`src/rtl/load_store_unit.sv`:
```
`default_nettype none
// ============================================================================
//  Module   : load_store_unit
//  Brief    : Initiator side of the data-memory interface. Accepts one load
//             or store at a time, produces a word address and byte strobe,
//             replicates store data across lanes and extracts/extends loads.
//  Revision : 1.0  initial release
// ============================================================================
module load_store_unit #(
   parameter int MEM_LATENCY = 0
) (
   input  logic        clk,
   input  logic        reset,
   input  logic        req_valid,
   output logic        req_ready,
   input  logic        req_write,
   input  logic [1:0]  req_size,
   input  logic        req_unsigned,
   input  logic [31:0] req_addr,
   input  logic [31:0] req_wdata,
   output logic        resp_valid,
   input  logic        resp_ready,
   output logic [31:0] resp_rdata,
   output logic        resp_misaligned,
   output logic [31:0] mem_address,
   output logic        mem_read,
   output logic [3:0]  mem_write,
   output logic [31:0] mem_write_data,
   input  logic [31:0] mem_read_data
);

   localparam logic [1:0] ST_IDLE   = 2'd0;
   localparam logic [1:0] ST_ACCESS = 2'd1;
   localparam logic [1:0] ST_RESP   = 2'd2;

   // Counter value on which the memory read word is valid.
   localparam logic [1:0] LAT_LAST = MEM_LATENCY[1:0];

   logic [1:0]  state;
   logic [1:0]  addr_lo;
   logic [1:0]  size_q;
   logic        write_q;
   logic        unsigned_q;
   logic [1:0]  lat_cnt;

   logic        req_misaligned;
   logic [31:0] req_repl_data;
   logic [3:0]  strobe;
   logic [31:0] rd_shifted;
   logic [31:0] load_ext;

   // Alignment fault detection on the incoming request.
   always_comb begin
      req_misaligned = 1'b0;
      if (req_size == 2'b01)
         req_misaligned = req_addr[0];
      else if (req_size[1])
         req_misaligned = (req_addr[1:0] != 2'b00);
   end

   // Replicate right-aligned store data into every lane it may land in.
   always_comb begin
      case (req_size)
         2'b00:   req_repl_data = {4{req_wdata[7:0]}};
         2'b01:   req_repl_data = {2{req_wdata[15:0]}};
         default: req_repl_data = req_wdata;
      endcase
   end

   // Byte-enable strobe from the latched size and byte offset.
   always_comb begin
      case (size_q)
         2'b00:   strobe = 4'b0001 << addr_lo;
         2'b01:   strobe = addr_lo[1] ? 4'b1100 : 4'b0011;
         default: strobe = 4'b1111;
      endcase
   end

   // Move the addressed byte/halfword to bit 0 and extend it.
   always_comb begin
      rd_shifted = mem_read_data >> {addr_lo, 3'b000};
      case (size_q)
         2'b00:   load_ext = unsigned_q ? {24'h0, rd_shifted[7:0]}
                                        : {{24{rd_shifted[7]}}, rd_shifted[7:0]};
         2'b01:   load_ext = unsigned_q ? {16'h0, rd_shifted[15:0]}
                                        : {{16{rd_shifted[15]}}, rd_shifted[15:0]};
         default: load_ext = mem_read_data;
      endcase
   end

   // Handshake and memory strobes; reset suppresses any access in its cycle.
   always_comb begin
      req_ready  = (state == ST_IDLE);
      resp_valid = (state == ST_RESP);
      mem_read   = (state == ST_ACCESS) && !write_q && !reset;
      mem_write  = ((state == ST_ACCESS) && write_q && !reset) ? strobe : 4'b0000;
   end

   // Request latch, access sequencing and response capture.
   always_ff @(posedge clk) begin
      if (reset) begin
         state           <= ST_IDLE;
         addr_lo         <= 2'b00;
         size_q          <= 2'b00;
         write_q         <= 1'b0;
         unsigned_q      <= 1'b0;
         lat_cnt         <= 2'b00;
         resp_rdata      <= 32'h0;
         resp_misaligned <= 1'b0;
         mem_address     <= 32'h0;
         mem_write_data  <= 32'h0;
      end else begin
         case (state)
            ST_IDLE: begin
               if (req_valid) begin
                  mem_address    <= {2'b00, req_addr[31:2]};
                  addr_lo        <= req_addr[1:0];
                  size_q         <= req_size;
                  write_q        <= req_write;
                  unsigned_q     <= req_unsigned;
                  mem_write_data <= req_repl_data;
                  lat_cnt        <= 2'b00;
                  resp_rdata     <= 32'h0;
                  if (req_misaligned) begin
                     resp_misaligned <= 1'b1;
                     state           <= ST_RESP;
                  end else begin
                     resp_misaligned <= 1'b0;
                     state           <= ST_ACCESS;
                  end
               end
            end
            ST_ACCESS: begin
               if (write_q) begin
                  state <= ST_RESP;
               end else if (lat_cnt == LAT_LAST) begin
                  resp_rdata <= load_ext;
                  state      <= ST_RESP;
               end else begin
                  lat_cnt <= lat_cnt + 2'd1;
               end
            end
            ST_RESP: begin
               if (resp_ready)
                  state <= ST_IDLE;
            end
            default: state <= ST_IDLE;
         endcase
      end
   end

endmodule
`default_nettype wire

```
`config.mk`:
```
export PLATFORM = sky130hd
export DESIGN_NAME = load_store_unit
export DESIGN_NICKNAME = d
export VERILOG_FILES = /design/src/rtl/load_store_unit.sv
export SDC_FILE = /design/constraint.sdc
export NUM_CORES = 1
export LEC_CHECK = 0
export BUFFER_PORTS_ARGS = -buffer_cell sky130_fd_sc_hd__buf_2
export CAP_MARGIN = 20
export CORE_MARGIN = 4
export CORE_UTILIZATION = 30
export CTS_BUF_LIST = sky130_fd_sc_hd__clkbuf_4 sky130_fd_sc_hd__clkbuf_8 sky130_fd_sc_hd__clkbuf_16
export CTS_CLUSTER_DIAMETER = 150
export DETAILED_ROUTE_END_ITERATION = 10
export PLACE_DENSITY = 0.54
export SKIP_LAST_GASP = 1
export SLEW_MARGIN = 15
export SYNTH_ARGS = -nofsm -noshare
export SYNTH_HDL_FRONTEND = slang
export SYNTH_SLANG_ARGS = --single-unit
```
`constraint.sdc`:
```
create_clock -name clk -period 5.5 [get_ports clk]
set_clock_uncertainty 0.1 [all_clocks]
set_input_delay 1.1 -clock clk [delete_from_list [all_inputs] [get_ports clk]]
set_output_delay 1.1 -clock clk [all_outputs]
set_load 0.05 [all_outputs]
```
==> metrics.cfg <==
[run_status]
status = completed

[detailed_routing]
drt-wirelength-per-cell_um = 16.3
drt_iter0_drc = 274
drcViolationCount = 0
finalWirelength_um = 15800
viasPerCell = 5.01
firstDrtPassIters = 5
vias = 4856
ant_nets = 0

[worst_setup_path]
arrival_ps = 2270
worst-r2r-cell-count = 5
cp_max_fo = 43
cp-end-kind = output pin
required_ps = 4300
r2r-start = state[0]
critPathKind = in2out
r2r_end = lat_cnt[0]
worstSetupStartpoint = reset
worstSetupStartpointType = input port
r2r_setup_slack_ps = 2920

[yosys]
yosys-top-cells-area = dfxtp_1, nand2_1, a21oi_1
ys_ff_latch = 105
synth-simple-area-share = 0.189
ys_top_cells_by_count = nand2_1, dfxtp_1, a21oi_1
ys_seq_area_frac = 0.446
synthAdderAreaFrac = 0.00266
yosys.area.top_type = dfxtp_1
synthXorXnorAreaFrac = 0
synth.most_common_cell = nand2_1
synth_warnings = 0
netlist_instances = 584
synthMuxAreaShare = 0.0600
netlist_area_um2 = 4710
synth_compound_area_frac = 0.239
avgSynthCellArea_um2 = 8.06
synth_top_family_by_area = compound AO/OA/AOI/OAI gates
synth.distinct_cells = 42
synth_enable_flop_cells = 0
async_flop_share = 0
synth_top_area_share = 0.446
synth_flop_cell = dfxtp_1

[power_and_ir_drop]
p_int_uw = 1270
power.switching_uw = 679
power_density_nw_per_um2 = 319
p_leak_uw = 0.00269
p_comb_frac = 0.244
p_sw_frac = 0.349
ir_drop_mv = 0.146
p_seq_frac = 0.436
clkPwrFrac = 0.321

[worst_hold_path]
worstHoldPathCells = 2
hp-start = resp_rdata[6]
min_path_type = reg2reg
min_to = resp_rdata[6]

[placement]
gp_congestion = 0.811
place_ws_ps = 2010
hpwl_um = 11500
io_buffer_count = 205

[final_layout]
fin_nets = 858
area_delta_synth_final_pct = 29.7
drive_above_1_share = 0.311

[cts]
cts_root_buf = clkbuf_16
cts_max_level = 3
post_cts_buffers = 0
clk_latency_ps = 350
cts_buffers = 9
cts.clk_slew.worst_paths_ps = 70
cts.sinks = 105
post_cts_resized = 0
cts_tree = yes
hold_buffers = 0
cts_buffer_depth = 2

[sta]
timing.final.crit_share = 0.631
fin_setup_tns_ps = 0
period_minus_slack_ps = 3470
hold_viol_final = 0
relSlewSlack = 0.337
max_slew.worst_pin.slew_ps = 993
fin_ws_ps = 2030
slew_viol_final = 0
fmax_mhz = 288
grt_setup_unrepaired = false
hold-worst-slack_ps = 354
setup_viol = 0

[floorplanning]
core_um2 = 15300
dieArea_um2 = 17800
die_y_um = 133
rows = 45
dieWidth_um = 133
start_util = 0.308
ios = 208

[global_routing]
gr-total-overflow = 0
grt_pass1_vias = 4693
grt_pass1_wl_um = 24700
grt_max_degree = 66
grt_usage = 0.172
antenna_found_initial = 2

[flow_run]
maxCapViolCount = 0

==> routing by layer <==
layer	wire, um	part of all wire	vias to the layer above	global-route usage
met5	28	0.0018	-	0
met4	266	0.017	4	0.0589
met1	6960	0.44	2264	0.220
li1	-	-	2382	-
met2	7220	0.46	185	0.275
met3	1310	0.083	21	0.0514
==> registers in the layout (all words and copies together), names as in the netlist <==
register / count
mem_address: 30
lat_cnt: 2
mem_write_data: 32
state: 2
addr_lo: 2
resp_rdata: 32
unsigned_q: 1
write_q: 1
resp_misaligned: 1
size_q: 2
==> worst max path at each step <==
stage / end / slack (ps)
after CTS: mem_write[1] / 2020
final: mem_write[1] / 2030
after floorplan: mem_read / 1200
after detailed placement: mem_write[1] / 2010
after global placement: mem_write[1] / 2070
after global routing: mem_write[1] / 1920
==> cell usage in the layout, fill, tap and decap left out, types with 2 or more instances in the layout <==
master      Yosys  layout
a211oi_1        9       9
a21oi_1        69      69
a22oi_1        24      24
a311oi_1        8       8
buf_2          23     204
buf_4           3       6
clkbuf_16       0       9
clkinvlp_4      0       2
conb_1          1       2
dfxtp_1       105     105
inv_1          11      11
mux2_2          2       2
mux2i_1        26      26
nand2_1       137     137
nand2b_1        8       8
nand3_1        11      11
nand4b_1        3       3
nor2_1         29      29
nor2b_1         3       3
nor4b_1         2       2
o2111ai_1       6       6
o211ai_1       13      13
o21a_1          2       2
o21ai_0        36      36
o2bb2ai_1       7       7
or3_1           2       2
==> power groups by stage <==
stage                     clock network [uW]  registers [uW]  logic, uW
final                                    625             849        475
after global routing                     677             856        511
after CTS                                644             849        475
after detailed placement                   0             866        475
after global placement                     0             865        470
after floorplan                            0            1020        186
==> logic make-up (layout without fill, tap and decap cells) <==
| family | count (synthesis) | after routing |
|---|---|---|
| AO/OA/AOI/OAI | 180 | 180 |
| adder cells (fa/ha/maj) | 1 | 1 |
| buffers and inverters | 65 | 238 |
| flip-flops | 105 | 105 |
| multiplexers | 28 | 28 |
| other | 1 | 3 |
| AND/OR/NAND/NOR | 204 | 204 |
==> critical path, cell delays in order <==
cell and delay, ps:
buf_4 240, inv_1 200, nand4b_1 210, a21oi_1 200, buf_2 290
==> stage by stage <==
step	std cells	cell area (um^2)	utilization	power [uW]
3_5_place_dp	952	5800	0.379	1340
5_1_grt	969	6110	0.399	2040
6_report	970	6110	0.399	1950
4_1_cts	968	6090	0.397	1970
3_3_place_gp	952	5800	0.379	1330
2_1_floorplan	585	4710	-	1200
==> layout make-up <==
type	instances	area [um^2]
Tap cell	211	264
Multi-Input combinational cell	415	2330
Timing Repair Buffer	211	1090
Inverter	11	41.3
Sequential cell	105	2100
Clock buffer	11	246
Antenna cell	1	2.50
Clock inverter	5	40.0
Fill cell	1629	9210
Note: power is estimated with default switching activity, not from simulation.
